===== src/rtl/ysyx_23060061_axi_lite_master.sv =====
// ysyx_23060061_axi_lite_master
//
// Bridges a simple valid/ready core request port onto an AXI-Lite master
// interface. Only one transaction is in flight at a time. Each response carries
// the slave's resp code and the number of cycles between request acceptance and
// response.
//
// Ports
//   clk, rst (async, active-low)
//   core request : req_valid, req_ready, req_wen, req_addr, req_wdata, req_wstrb
//   core response: resp_valid, resp_ready, resp_rdata, resp_code, resp_lat
//   AXI-Lite AR/R: araddr, arvalid, arready, rdata, rresp, rvalid, rready
//   AXI-Lite AW/W/B: awaddr, awvalid, awready, wdata, wstrb, wvalid, wready,
//                    bresp, bvalid, bready
module ysyx_23060061_axi_lite_master #(
    parameter int LAT_W = 16
) (
    input  logic             clk,
    input  logic             rst,
    // core request
    input  logic             req_valid,
    output logic             req_ready,
    input  logic             req_wen,
    input  logic [31:0]      req_addr,
    input  logic [31:0]      req_wdata,
    input  logic [3:0]       req_wstrb,
    // core response
    output logic             resp_valid,
    input  logic             resp_ready,
    output logic [31:0]      resp_rdata,
    output logic [1:0]       resp_code,
    output logic [LAT_W-1:0] resp_lat,
    // AXI-Lite read
    output logic [31:0]      araddr,
    output logic             arvalid,
    input  logic             arready,
    input  logic [31:0]      rdata,
    input  logic [1:0]       rresp,
    input  logic             rvalid,
    output logic             rready,
    // AXI-Lite write
    output logic [31:0]      awaddr,
    output logic             awvalid,
    input  logic             awready,
    output logic [31:0]      wdata,
    output logic [3:0]       wstrb,
    output logic             wvalid,
    input  logic             wready,
    input  logic [1:0]       bresp,
    input  logic             bvalid,
    output logic             bready
);

    typedef enum logic [2:0] {
        S_IDLE,
        S_RD_ADDR,
        S_RD_DATA,
        S_WR_REQ,
        S_WR_RESP,
        S_RESP
    } state_e;

    state_e state_q, state_d;

    logic [31:0]      addr_q, addr_d;
    logic [31:0]      wdata_q, wdata_d;
    logic [3:0]       wstrb_q, wstrb_d;
    logic             aw_done_q, aw_done_d;
    logic             w_done_q, w_done_d;
    logic [LAT_W-1:0] cnt_q, cnt_d;
    logic [31:0]      rsp_data_q, rsp_data_d;
    logic [1:0]       rsp_code_q, rsp_code_d;
    logic [LAT_W-1:0] rsp_lat_q, rsp_lat_d;

    logic accept, ar_hs, r_hs, aw_hs, w_hs, b_hs, resp_hs;
    logic aw_all, w_all;

    function automatic logic [LAT_W-1:0] sat_inc(input logic [LAT_W-1:0] v);
        return (&v) ? v : v + 1'b1;
    endfunction

    assign accept  = req_valid && req_ready;
    assign ar_hs   = arvalid && arready;
    assign r_hs    = rvalid && rready;
    assign aw_hs   = awvalid && awready;
    assign w_hs    = wvalid && wready;
    assign b_hs    = bvalid && bready;
    assign resp_hs = resp_valid && resp_ready;
    // A channel counts as complete if it finished earlier or finishes now.
    assign aw_all  = aw_done_q || aw_hs;
    assign w_all   = w_done_q || w_hs;

    // State register
    always_ff @(posedge clk or negedge rst) begin
        if (!rst) begin
            state_q <= S_IDLE;
        end else begin
            state_q <= state_d;
        end
    end

    // Next-state logic
    always_comb begin
        state_d = state_q;
        case (state_q)
            S_IDLE:    if (accept) state_d = req_wen ? S_WR_REQ : S_RD_ADDR;
            S_RD_ADDR: if (ar_hs) state_d = S_RD_DATA;
            S_RD_DATA: if (r_hs) state_d = S_RESP;
            S_WR_REQ:  if (aw_all && w_all) state_d = S_WR_RESP;
            S_WR_RESP: if (b_hs) state_d = S_RESP;
            S_RESP:    if (resp_hs) state_d = S_IDLE;
            default:   state_d = S_IDLE;
        endcase
    end

    // Outputs decoded from registered state, so an async reset into IDLE
    // drops every valid/ready immediately. req_ready is also gated by rst
    // because IDLE is the reset state.
    always_comb begin
        req_ready  = rst && (state_q == S_IDLE);
        arvalid    = (state_q == S_RD_ADDR);
        rready     = (state_q == S_RD_DATA);
        awvalid    = (state_q == S_WR_REQ) && !aw_done_q;
        wvalid     = (state_q == S_WR_REQ) && !w_done_q;
        bready     = (state_q == S_WR_RESP);
        resp_valid = (state_q == S_RESP);
        araddr     = addr_q;
        awaddr     = addr_q;
        wdata      = wdata_q;
        wstrb      = wstrb_q;
        resp_rdata = rsp_data_q;
        resp_code  = rsp_code_q;
        resp_lat   = rsp_lat_q;
    end

    // Datapath next-state: request latch, done flags, latency counter and
    // response capture.
    always_comb begin
        addr_d     = addr_q;
        wdata_d    = wdata_q;
        wstrb_d    = wstrb_q;
        aw_done_d  = aw_done_q;
        w_done_d   = w_done_q;
        cnt_d      = cnt_q;
        rsp_data_d = rsp_data_q;
        rsp_code_d = rsp_code_q;
        rsp_lat_d  = rsp_lat_q;
        case (state_q)
            S_IDLE: begin
                if (accept) begin
                    addr_d    = req_addr;
                    wdata_d   = req_wdata;
                    wstrb_d   = req_wstrb;
                    aw_done_d = 1'b0;
                    w_done_d  = 1'b0;
                    cnt_d     = '0;
                end
            end
            S_RD_ADDR: cnt_d = sat_inc(cnt_q);
            S_RD_DATA: begin
                cnt_d = sat_inc(cnt_q);
                if (r_hs) begin
                    rsp_data_d = rdata;
                    rsp_code_d = rresp;
                    // The capture edge itself is counted in the latency.
                    rsp_lat_d  = sat_inc(cnt_q);
                end
            end
            S_WR_REQ: begin
                cnt_d     = sat_inc(cnt_q);
                aw_done_d = aw_all;
                w_done_d  = w_all;
            end
            S_WR_RESP: begin
                cnt_d = sat_inc(cnt_q);
                if (b_hs) begin
                    rsp_data_d = 32'h0;
                    rsp_code_d = bresp;
                    rsp_lat_d  = sat_inc(cnt_q);
                end
            end
            default: ;
        endcase
    end

    always_ff @(posedge clk or negedge rst) begin
        if (!rst) begin
            addr_q     <= 32'h0;
            wdata_q    <= 32'h0;
            wstrb_q    <= 4'h0;
            aw_done_q  <= 1'b0;
            w_done_q   <= 1'b0;
            cnt_q      <= '0;
            rsp_data_q <= 32'h0;
            rsp_code_q <= 2'b00;
            rsp_lat_q  <= '0;
        end else begin
            addr_q     <= addr_d;
            wdata_q    <= wdata_d;
            wstrb_q    <= wstrb_d;
            aw_done_q  <= aw_done_d;
            w_done_q   <= w_done_d;
            cnt_q      <= cnt_d;
            rsp_data_q <= rsp_data_d;
            rsp_code_q <= rsp_code_d;
            rsp_lat_q  <= rsp_lat_d;
        end
    end

endmodule

===== config.mk =====
export PLATFORM = sky130hd
export DESIGN_NAME = ysyx_23060061_axi_lite_master
export DESIGN_NICKNAME = d
export VERILOG_FILES = /design/src/rtl/ysyx_23060061_axi_lite_master.sv
export SDC_FILE = /design/constraint.sdc
export NUM_CORES = 1
export LEC_CHECK = 0
export CELL_PAD_IN_SITES_DETAIL_PLACEMENT = 1
export CELL_PAD_IN_SITES_GLOBAL_PLACEMENT = 1
export CORE_MARGIN = 3
export CORE_UTILIZATION = 31
export DETAILED_ROUTE_END_ITERATION = 16
export GPL_TIMING_DRIVEN = 0
export PLACE_DENSITY_LB_ADDON = 0.1
export SYNTH_ARGS = -nofsm -noshare
export SYNTH_HDL_FRONTEND = slang
export SYNTH_SLANG_ARGS = --single-unit

===== constraint.sdc =====
create_clock -name clk -period 2.2 [get_ports clk]
set_clock_uncertainty 0.2 [all_clocks]
set_input_delay 0.44 -clock clk [delete_from_list [all_inputs] [get_ports clk]]
set_output_delay 0.44 -clock clk [all_outputs]
set_load 0.02 [all_outputs]

==> impl_metrics.env <==
export IMPL_period_share=0.979
export IMPL_die_h_um=150
export IMPL_regToRegSetupSlack_ps=160
export IMPL_tightest_slew_ps=523
export IMPL_vias_per_cell=4.70
export IMPL_drt_wirelength_per_cell_um=17.2
export IMPL_antenna_found_initial=0
export IMPL_status="finished clean"
export IMPL_portBuffers=270
export IMPL_power_total_uw=15200
export IMPL_synth_seq_cells=139
export IMPL_grt_usage=0.199
export IMPL_worstHoldPathType="reg -> reg"
export IMPL_drive_gt1_frac=0.147
export IMPL_synth_warnings=0
export IMPL_clkPwrFrac=0.187
export IMPL_syn_inst=719
export IMPL_min_to="resp_rdata[0]"
export IMPL_timing_rr_start="state_q[1]"
export IMPL_seq_power_share=0.290
export IMPL_synth_main_ff_cell="dfrtp_1"
export IMPL_fmax_mhz=464
export IMPL_postRouteAntennaNets=0
export IMPL_p_switching_uw=6060
export IMPL_area_growth_pct=62.8
export IMPL_power_frac_comb=0.523
export IMPL_holdPathStages=2
export IMPL_place_hpwl_mm=16.1
export IMPL_cts_sinks=139
export IMPL_die_area_um2=22400
export IMPL_clk_latency_ps=420
export IMPL_pwr_density_cell_nw_per_um2=1460
export IMPL_drc=0
export IMPL_fillers=2258
export IMPL_io_pins=271
export IMPL_hp_start="resp_rdata[0]"
export IMPL_routed_wl_mm=22.5
export IMPL_synth_avg_cell_area_um2=8.89
export IMPL_numCtsBuffers=17
export IMPL_ir_worst_vdd_uv=713
export IMPL_r2r_end="araddr[4]"
export IMPL_crit_fanout=3
export IMPL_cts_htree_levels=4
export IMPL_arrival_ps=1510
export IMPL_core_area_um2=19800
export IMPL_yosys_top_cells_area="dfrtp_1 54%, nand2_1 17%, buf_4 4.6%"
export IMPL_drv_cap=0
export IMPL_drtPass1Iterations=4
export IMPL_crit_type="reg -> out"
export IMPL_grt_ovfl_total=0
export IMPL_intPower_uw=9160
export IMPL_fin_ws_ps=47.1
export IMPL_reg2regPathDepth=8
export IMPL_drt_iter0_drc=146
export IMPL_syn_num_nets=834
export IMPL_cts_root_buf="clkbuf_16"
export IMPL_synth_top_cell_area_share=0.544
export IMPL_globalplace_congestion=0.784
export IMPL_synth_edf_count=0
export IMPL_dp_slack_ps=-668
export IMPL_grt_pass1_vias=6242
export IMPL_grt_pass1_wl_mm=35.0
export IMPL_setup_viol=0
export IMPL_start_util=0.322
export IMPL_p_sw_frac=0.398
export IMPL_finalHoldViolations=0
export IMPL_seq_area_frac_synth=0.544
export IMPL_worst_setup_path_end_kind="output pin"
export IMPL_synth_most_common_cell="nand2_1"
export IMPL_num_rows=51
export IMPL_grt_max_degree=53
export IMPL_synthTopCellsByCount="297 x nand2_1, 139 x dfrtp_1, 39 x buf_4, 39 x nand3_1, 23 x buf_2"
export IMPL_syn_cell_area_um2=6390
export IMPL_dieWidth_um=150
export IMPL_async_flop_share=1.00
export IMPL_vias=6137
export IMPL_crit_path_start_kind="flop"
export IMPL_clk_pin_slew_worst_paths_ps=60
export IMPL_diodes=0
export IMPL_postLayoutCoreUtil=0.524
export IMPL_cts_buffer_depth=2
export IMPL_synth_cell_type_count=56
export IMPL_worstPathRequired_ps=1560
export IMPL_p_leak_uw=0.00499
export IMPL_nNetsFinal=1146
export IMPL_slew_violations=0
export IMPL_cts_tree="yes"
export IMPL_max_slew_margin=0.651
export IMPL_yosysTopAreaCell="dfrtp_1"
export IMPL_period_needed_ps=2150
-- power groups by stage --
stage | Clock, uW | Combinational, uW | Sequential (uW)
2_1_floorplan | 0 | 2850 | 5560
3_3_place_gp | 0 | 7610 | 4400
3_5_place_dp | 0 | 7700 | 4460
4_1_cts | 2910 | 7870 | 4430
5_1_grt | 3040 | 8610 | 4570
6_report | 2850 | 7960 | 4410
-- state kept, by name (all words and copies together) (netlist names) --
register    count
araddr         32
resp_rdata     32
wdata          32
cnt_q          16
resp_lat       16
wstrb           4
state_q         3
resp_code       2
aw_done_q       1
w_done_q        1
-- cell usage in the layout, fill, tap and decap left out, drive strengths merged, types with 3 or more instances in the layout --
cell,n
dfrtp,139
clkinv,7
nor4,5
clkdlybuf4s50,252
a41oi,3
nor3b,3
and3,4
dlymetal6s2s,9
and4,5
nand4,8
o31ai,3
o211ai,3
a211oi,4
a21oi,12
or3,5
mux2i,6
nor2b,3
inv,5
o21ai,19
and2,4
nand2,297
a31oi,12
nor2,20
nor3,11
nand3,40
buf,94
clkbuf,34
-- cell type report --
type	count	area (um2)	share of cell area
Buffer	78	507	0.0487
Tap cell	265	332	0.0319
Clock inverter	10	119	0.0114
Timing Repair Buffer	295	2990	0.288
Multi-Input combinational cell	496	2490	0.240
Inverter	4	20.0	0.00193
Clock buffer	20	457	0.0439
Sequential cell	139	3480	0.335
-- metrics by stage --
step | cell area [um2] | hold slack (ps) | cells | setup TNS [ps]
after floorplan | 6390 | -55.6 | 719 | 0
after global placement | 9420 | 249 | 1254 | -1309220
after detailed placement | 9450 | 231 | 1255 | -57060
after CTS | 10200 | 269 | 1294 | -29.2
after global routing | 10400 | 275 | 1307 | -3.21
final | 10400 | 263 | 1307 | 0
-- how the worst max path moves through the flow --
stage,startpoint,end,slack [ps]
finish,araddr[4],awaddr[4],50
global route,state_q[1],req_ready,-3
CTS,state_q[0],bready,-30
detailed placement,rst,req_ready,-670
global placement,rst,araddr[23],-5820
floorplan,cnt_q[0],resp_lat[1],290
-- cells by family after synthesis --
kind of cell / after synthesis / synth area share
AOI/OAI and AO/OA: 70 / 0.0707
DFF: 139 / 0.544
adders and majority gates: 1 / 0.00196
and+or+nand+nor: 413 / 0.287
muxes: 8 / 0.0135
xor gates and xnor gates: 4 / 0.00548
buffers and inverters: 84 / 0.0768
-- layer usage --
metal	GRT usage	vias to the layer above	share of wire
met5	0	-	0
met4	0.0613	0	0.023
met3	0.0536	28	0.068
met2	0.324	189	0.48
met1	0.259	2951	0.43
li1	-	2969	-
-- worst max-delay path, stage by stage, from the launching register on --
cell and delay [ps]:
dfrtp_1 390, buf_4 120, clkdlybuf4s50_1 590
-- repair_timing --
item	CTS	global route
resized for setup	57	31
cloned	1	0
hold endpoints to repair	52	0
pin swaps	2	1
setup endpoints to repair	95	94
setup buffers	5	14
hold buffers	4	0
(Power assumes the default switching activity.)
